==> config.mk <==
export PLATFORM = sky130hd
export DESIGN_NAME = timer_irq
export DESIGN_NICKNAME = d
export VERILOG_FILES = /design/src/rtl/timer_irq.sv
export SDC_FILE = /design/constraint.sdc
export NUM_CORES = 1
export LEC_CHECK = 0
export ABC_AREA = 1
export CORE_MARGIN = 10
export CORE_UTILIZATION = 40
export DETAILED_ROUTE_END_ITERATION = 10
export DONT_BUFFER_PORTS = 1
export HOLD_SLACK_MARGIN = 0.06
export PLACE_DENSITY = 0.61
export SLEW_MARGIN = 30
export SYNTH_ARGS = -nofsm -noshare
export SYNTH_HDL_FRONTEND = slang
export SYNTH_SLANG_ARGS = --single-unit
==> constraint.sdc <==
create_clock -name clk -period 2.8 [get_ports clk]
set_input_delay 0.14 -clock clk [delete_from_list [all_inputs] [get_ports clk]]
set_output_delay 0.14 -clock clk [all_outputs]
set_load 0.1 [all_outputs]
==> src/rtl/timer_irq.sv <==
// ---------------------------------------------------------------------------
// timer_irq
//
// Bus-mapped countdown timer that drives one bit of the CPU external
// interrupt vector. Software programs CTRL, PRESET and COUNT over a small
// word-addressed bus. When COUNT expires, the timer raises either a level
// interrupt (one-shot) or a one-cycle pulse (auto-reload).
//
// Optional build macro: TIMER_PRESCALER_EN
//   When defined, COUNT steps once every PRESCALE clocks instead of every
//   clock.
//
// Ports
//   clk         in   1   clock
//   reset       in   1   synchronous, active-high reset
//   addr        in   2   word select: 0 CTRL, 1 PRESET, 2 COUNT, 3 reserved
//   writeEnable in   1   bus write strobe
//   writeData   in  32   bus write data
//   readData    out 32   combinational read of the selected register
//   irq         out  1   irqPending & CTRL.IM
//
// CTRL: [0] enable, [2:1] mode (1 = auto-reload, others one-shot),
//       [3] IM (1 = unmasked), [31:4] read as zero.
//
// State  | Meaning
// -------+---------------------------------------------------------------
// IDLE   | stopped, waiting for CTRL.enable
// LOAD   | COUNT <= PRESET, then count if still enabled
// CNT    | decrement COUNT on each tick; expire when COUNT is already 0
// INT    | expiry: one-shot clears enable; auto-reload reloads and recounts
// ---------------------------------------------------------------------------
module timer_irq #(
  parameter int PRESCALE = 4
) (
  input  logic        clk,
  input  logic        reset,
  input  logic [1:0]  addr,
  input  logic        writeEnable,
  input  logic [31:0] writeData,
  output logic [31:0] readData,
  output logic        irq
);

  if (PRESCALE < 1) begin : g_bad_prescale
    $error("timer_irq: PRESCALE must be at least 1");
  end

  typedef enum logic [1:0] {
    ST_IDLE = 2'd0,
    ST_LOAD = 2'd1,
    ST_CNT  = 2'd2,
    ST_INT  = 2'd3
  } state_t;

  state_t      state_q;
  logic [3:0]  ctrl_q;
  logic [31:0] preset_q;
  logic [31:0] count_q;
  logic        irq_pending_q;

  logic        tick;
  logic        ctrl_we;
  logic        preset_we;
  logic        mode_auto;
  logic        pend_set;

  assign ctrl_we   = writeEnable && (addr == 2'd0);
  assign preset_we = writeEnable && (addr == 2'd1);
  assign mode_auto = (ctrl_q[2:1] == 2'b01);

  // Expiry on this edge: a simultaneous CTRL write must not cancel it.
  assign pend_set  = (state_q == ST_CNT) && ctrl_q[0] && tick && (count_q == 32'd0);

`ifdef TIMER_PRESCALER_EN
  localparam int DIV_W = (PRESCALE > 1) ? $clog2(PRESCALE) : 1;
  localparam logic [DIV_W-1:0] DIV_LAST = DIV_W'(PRESCALE - 1);

  logic [DIV_W-1:0] div_q;

  assign tick = (div_q == DIV_LAST);

  // The divider only runs while counting; every other state parks it at 0,
  // so each fresh count starts a full PRESCALE period.
  always_ff @(posedge clk) begin
    if (reset) begin
      div_q <= '0;
    end else if (state_q == ST_CNT) begin
      div_q <= tick ? '0 : div_q + 1'b1;
    end else begin
      div_q <= '0;
    end
  end
`else
  assign tick = 1'b1;
`endif

  always_ff @(posedge clk) begin
    if (reset) begin
      state_q       <= ST_IDLE;
      ctrl_q        <= 4'd0;
      preset_q      <= 32'd0;
      count_q       <= 32'd0;
      irq_pending_q <= 1'b0;
    end else begin
      case (state_q)
        ST_IDLE: begin
          if (ctrl_q[0]) state_q <= ST_LOAD;
        end
        ST_LOAD: begin
          count_q <= preset_q;
          state_q <= ctrl_q[0] ? ST_CNT : ST_IDLE;
        end
        ST_CNT: begin
          if (!ctrl_q[0]) begin
            state_q <= ST_IDLE;
          end else if (tick) begin
            if (count_q == 32'd0) begin
              state_q       <= ST_INT;
              irq_pending_q <= 1'b1;
            end else begin
              count_q <= count_q - 32'd1;
            end
          end
        end
        ST_INT: begin
          if (mode_auto) begin
            // The reload is folded into the INT cycle so that pulses are
            // PRESET+2 cycles apart.
            irq_pending_q <= 1'b0;
            count_q       <= preset_q;
            state_q       <= ctrl_q[0] ? ST_CNT : ST_IDLE;
          end else begin
            ctrl_q[0] <= 1'b0;
            state_q   <= ST_IDLE;
          end
        end
        default: state_q <= ST_IDLE;
      endcase

      if (preset_we) preset_q <= writeData;

      // Placed after the FSM so a bus write overrides the INT enable clear.
      if (ctrl_we) begin
        ctrl_q <= writeData[3:0];
        if (!pend_set) irq_pending_q <= 1'b0;
      end
    end
  end

  always_comb begin
    readData = 32'd0;
    case (addr)
      2'd0:    readData = {28'd0, ctrl_q};
      2'd1:    readData = preset_q;
      2'd2:    readData = count_q;
      default: readData = 32'd0;
    endcase
  end

  assign irq = irq_pending_q & ctrl_q[3];

endmodule

==> results.md, run 1 <==
* Htree depth at 3
* Syn_nets at 731
* CP top delay family: simple AND/OR/NAND/NOR gates
* Critical Path Slowest Stage Cell: dfxtp_1
* Fin Setup TNS at 0 ns
* I/O pin count at 70
* DR WL/cell at 15.36 um
* Max VDD drop at ~0.00030 V
* Final min period at 1.995 ns
* Power per cell area at 521.7 nW/um2
* Final Hold Fails at 0
* Most frequent cells in the layout: nor2_1, nand2_1, inv_1
* Die area at 14950 um2
* Relative slew slack at 0.4436
* Initial Util at 0.4072
* Yosys Warn Count at 0
* Clock buffer count from CTS at 9
* Worst EP required at 3.11 ns
* HP Class: primary input to register
* Drc violations at 0
* CP most frequent cell: nor2_1
* Port Buffer Count at 0
* Outcome: finished, final reports clean
* Final Skew at 0.007808 ns
* Total Routing Usage GR at 0.1818
* Most common cell after layout, fill and taps aside: nor2_1
* Vias in the first global route at 4496
* CTS Buffer Depth at 2
* Sequential area share after synthesis at 0.3396
* Setup bufs post-CTS at 0
* Post-Route WL at between 10000 and 15000 um
* Least-Margin Pin Slew at 0.8337 ns
* Antenna diodes at 0
* Hold Buf Count CTS at 33
* Fill cell count at 1073
* Synth Instances at between 600 and 700
* Fin. max-slew vios at 0
* Via density at 5.282
* Layout cells sized above 1 at 0.1375
* Total congestion overflow at 0
* Area growth syn-to-layout at 25.65%
* Layout Nets at 783
* Die Wd at 122.3 um
* WP buf/inv at 1
* CP max stage delay at 0.36 ns
* WS Path Type: register to register
* ANT nets after route at 0
* Worst setup margin at 0.8055 ns
* Largest net degree at the start of global routing at 69
* Final period util at 0.7123
* Crit-path max FO at 28
* Post-CTS Resized at 0
* First-pass GRT wire length at 22030 um
* # clock sinks at 71
* Reg clk slew, reported paths at 0.08 ns
* # rows at 37
* Iter 0 DRT Violations at approximately 290
* Final total power at roughly 2.7 mW
* Vias at approximately 4700
* DP HPWL at 9146 um
* Synthesized area per cell at between 6 and 7 um2
* Die height at approximately 120 um
* Initial antenna violation count at 0
* Routability congestion estimate from global placement at 0.9718
* Synth Cell Area at 4185 um2
* CTS tree: yes
* Synthesized flop and latch total at 71
* Core area at 10280 um2
* Root buf cell: clkbuf_8
* Pre-CTS WS at approximately 0.83 ns
* RSZ-0062 raised after global routing: false
* Synth unique cells at 26
* Fmax at about 500 MHz
* Startpoint types: register
* Crit. End Element: register
* Max-cap violations at 0
* Final setup viols at 0
* Leak pwr at 2.311 nW
* Worst skew pair latency at approximately 0.37 ns
* 1st-pass router iterations at 5
* Cell Chain, Critical Path: nor2_1 > nand2_1 > nor2_1 > nand2_1 > o21ai_4 > nand2_4 > inv_4 > nor2_1 > nor2_1
* CP arrival at 2.30 ns
-- state kept, by name (all words and copies together) (netlist names) --
name,count
irq_pending_q,1
preset_q,32
count_q,32
ctrl_q,4
state_q,2
-- routing by layer --
layer | vias to the layer above | part of all wire | GRT usage
met2 | 135 | 0.46 | 0.2847
met4 | 0 | 0.013 | 0.05081
met5 | - | 0 | 0
met3 | 13 | 0.067 | 0.04729
li1 | 2351 | - | -
met1 | 2176 | 0.46 | 0.2420
-- metrics by stage --
stage / instance area, um2 / cells / util / hold slack, ns
2_1_floorplan: 4185 / 692 / - / 0.2091
3_3_place_gp: 4707 / 836 / 0.4580 / 0.2137
3_5_place_dp: 4707 / 836 / 0.4580 / 0.2119
4_1_cts: 5249 / 885 / 0.5107 / 0.09986
5_1_grt: 5259 / 885 / 0.5117 / 0.1755
6_report: 5259 / 885 / 0.5117 / 0.1210
-- kinds of logic (layout without fill, tap and decap cells) --
logic type,count (synthesis),after routing,synth area share
AOI/OAI and AO/OA,151,151,0.1970
xor gates and xnor gates,1,1,0.002093
adders and majority gates,2,2,0.005978
buffers and inverters,114,171,0.1106
DFF,71,71,0.3396
and+or+nand+nor,353,353,0.3447
-- cell type report --
| cell class | count | area, um2 | area share |
|---|---|---|---|
| Timing Repair Buffer | 72 | 623.1 | 0.1185 |
| Multi-Input combinational cell | 507 | 2519 | 0.4789 |
| Sequential cell | 71 | 1421 | 0.2703 |
| Clock buffer | 9 | 123.9 | 0.02355 |
| Inverter | 83 | 314.1 | 0.05972 |
| Tap cell | 136 | 170.2 | 0.03236 |
| Clock inverter | 7 | 87.58 | 0.01665 |
-- final timing paths --
path	from	end	slack, ns	cells past startpoint
worst max-delay path	count_q[16]	count_q[5]	0.81	9
worst min-delay path	writeEnable	ctrl_q[0]	0.12	2
worst max register to register	count_q[16]	count_q[5]	0.81	9
worst min register to register	preset_q[0]	preset_q[0]	0.48	2
-- worst reg2reg max path: stages (launching register included) --
cell	delay (ns)
dfxtp_1	0.36
nor2_1	0.17
nand2_1	0.09
nor2_1	0.19
nand2_1	0.16
o21ai_4	0.19
nand2_4	0.24
inv_4	0.32
nor2_1	0.09
nor2_1	0.11
-- cells in the mapped netlist --
cell type / number / area share
inv_1: 81 / 0.073
o221ai_1: 4 / 0.0084
nand3_1: 49 / 0.059
nor2_4: 1 / 0.0027
o21ai_1: 15 / 0.018
ha_1: 2 / 0.0060
clkbuf_1: 21 / 0.019
a21oi_1: 41 / 0.049
nand2_4: 1 / 0.0027
nand4_1: 8 / 0.012
nand2_1: 142 / 0.13
nor3_1: 1 / 0.0012
nor2_2: 6 / 0.0090
buf_1: 4 / 0.0036
o22ai_1: 30 / 0.045
buf_2: 2 / 0.0024
nand2_2: 2 / 0.0030
inv_2: 1 / 0.00090
nor2_1: 143 / 0.13
o211ai_1: 2 / 0.0036
inv_4: 1 / 0.0015
o21ai_4: 1 / 0.0039
xor2_1: 1 / 0.0021
buf_6: 4 / 0.011
o21ai_0: 58 / 0.069
dfxtp_1: 71 / 0.34
-- where the power goes --
part | internal (mW) | switching (mW) | total, mW
Clock | 0.495 | 0.417 | 0.912
Sequential | 1.05 | 0.0339 | 1.09
Combinational | 0.223 | 0.520 | 0.743
No activity file was read; power rests on OpenSTA's default activity.
==> inputs of run 2 (changes only) <==
Clock period 2.8 ns to 2.05 ns, I/O delays scaled along.
==> run 2 against run 1 <==
Net effect: clock skew increased by 0.0027 ns; fmax is 6.6% higher; clock power increased by 25%; first-iteration DRC count up 21%; power grew 37%; sequential share of layout area down 2.3 points; non-clock buffer count rose by 15; worst setup slack got worse by 0.63 ns; global-route usage grew 0.76 points; register-to-register slack got worse by 0.63 ns; combinational power grew 53%; via count is 1.3% lower; critical path type unchanged; largest cell class unchanged.
==> results.md, run 2 (synthesis gave the netlist of run 1 again) <==
* Port Buffer Count at 0
* Total congestion overflow at 0
* Final Hold Fails at 0
* Final min period at 1.872 ns
* Hold Path Cell Cnt at 2
* Layout Nets at 798
* Final Skew at 0.01047 ns
* Post-Route WL at ~14000 um
* Final period util at 0.9130
* Worst skew pair latency at 0.35 ns
* Hold Path Origin: writeEnable
* Die height at between 100 and 150 um
* Clock buffer count from CTS at 9
* Worst-case reg-to-reg path depth at 10
* Placed cell areas at 5220 um2
* Final design utilization at 0.5590
* Least-Margin Pin Slew at about 0.58 ns
* Drc violations at 0
* Worst EP required at 2.29 ns
* First-pass GRT wire length at 23020 um
* WP buf/inv at 2
* Startpoint types: register
* CP max stage delay at 0.32 ns
* Initial Util at 0.4072
* Area growth syn-to-layout at 37.28%
* I/O pin count at 70
* Reg power frac at 0.394
* # rows at 37
* Critical Path Slowest Stage Cell: dfxtp_1
* Crit-path max FO at 16
* CTS tree: yes
* Power per cell area at 655.6 nW/um2
* Total placed cells including tap cells at 851
* Relative slew slack at 0.6141
* Crit. End Element: register
* Root buf cell: clkbuf_8
* R2r startpoint: count_q[0]
* Reg clk slew, reported paths at about 0.070 ns
* Levels on crit path at 10
* CTS Buffer Depth at 2
* Vias at between 4000 and 5000
* DR WL/cell at 15.40 um
* CP arrival at 2.12 ns
* Most common cell after layout, fill and taps aside: nor2_1
* CP most frequent cell: nor2_1
* Hold Crit Endpoint: ctrl_q[2]
* Most frequent cells in the layout: nor2_1, nand2_1, inv_1
* Routability congestion estimate from global placement at just over 0.9
* 1st-pass router iterations at 5
* ANT nets after route at 0
* Top flop regs: count_q x32, preset_q x32, ctrl_q x4
* Comb power frac at 0.302
* Non-Filler Instances at 900
* Switching pwr at 1.343 mW
* Max VDD drop at 0.0004930 V
* Fmax at 534.3 MHz
* Final setup viols at 0
* # clock sinks at 71
* Via density at slightly above 5
* Final total power at 3.767 mW
* Pint at 2.424 mW
* Vias in the first global route at 4590
* Layout cells sized above 1 at 0.1531
* Fin. max-slew vios at 0
* Largest net degree at the start of global routing at 40
* WS Path Type: register to register
* Pre-CTS WS at 0.1277 ns
* Core area at 10280 um2
* CP top delay family: simple AND/OR/NAND/NOR gates
* Iter 0 DRT Violations at 352
* RSZ-0062 raised after global routing: false
* Initial antenna violation count at 0
* DP HPWL at 9994 um
* Htree depth at 3
* Worst r2r dst: count_q[1]
* Setup bufs post-CTS at 0
* Outcome: finished, final reports clean
* HP Class: primary input to register
* Die Wd at 122.3 um
* Clock power share at 0.304
* Fin area at between 5000 and 6000 um2
* Reg2reg setup slack at 0.18 ns
* Antenna diodes at 0
* Sw Share at 0.3566
* Die area at about 15000 um2
* Worst setup margin at 0.1783 ns
* Total Routing Usage GR at 0.1894
* Leak pwr at 2.461 nW
* Cell Chain, Critical Path: inv_1 > ha_1 > nand2_1 > nor2_1 > nand2_2 > o21ai_4 > nand2_4 > buf_4 > o21ai_1 > nor2_1
* Max-cap violations at 0
[run 2: changes by cell type in the layout (fill, tap and decap cells not counted), moves of 2 or more]
cell / previous run / this run
buf_12: 0 / 32
buf_4: 39 / 22
clkbuf_1: 0 / 2
nand2_2: 2 / 4
nand2_4: 3 / 1
[run 2: how the worst max path moves through the flow]
| stage | from | end |
|---|---|---|
| global placement | count_q[0] | count_q[28] |
| detailed placement | count_q[0] | count_q[28] |
| finish | count_q[0] | count_q[1] |
| global route | count_q[0] | count_q[28] |
| CTS | count_q[0] | count_q[28] |
| floorplan | addr[0] | readData[1] |
[run 2: timing repair]
item,in CTS,in global routing
setup endpoints to repair,0,2
gates resized for setup,0,1
hold buffers,33,0
hold endpoints to repair,39,0
[run 2: area by class of cell]
| type | instances | area, um2 |
|---|---|---|
| clock buffers | 12 | 145.1 |
| clock inverters | 4 | 45.04 |
| fillers | 1001 | 4532 |
| inverters | 83 | 314.1 |
| multi-input cells | 507 | 2514 |
| flip-flops and latches | 71 | 1421 |
| well taps | 136 | 170.2 |
| repair buffers | 87 | 1136 |
[run 2: per-stage QoR]
stage / setup TNS (ns) / hold slack [ns]
finish: 0 / 0.09160
global route: 0 / 0.1336
CTS: 0 / 0.07894
detailed placement: 0 / 0.1779
global placement: 0 / 0.1772
floorplan: -2.885 / 0.1716
[run 2: metal layers]
layer	vias up	GRT usage	routed length [um]
met1	2089	0.2527	6513
met3	15	0.03673	823
met2	140	0.2991	6305
met5	-	0	0
met4	0	0.06554	214
li1	2370	-	-
[run 2: power groups by stage]
| stage | Clock (mW) | Combinational, mW | Sequential [mW] |
|---|---|---|---|
| 3_3_place_gp | 0 | 1.07 | 1.51 |
| 6_report | 1.14 | 1.14 | 1.48 |
| 5_1_grt | 1.22 | 1.27 | 1.49 |
| 4_1_cts | 1.16 | 1.14 | 1.48 |
| 3_5_place_dp | 0 | 1.08 | 1.52 |
| 2_1_floorplan | 0 | 0.739 | 1.50 |
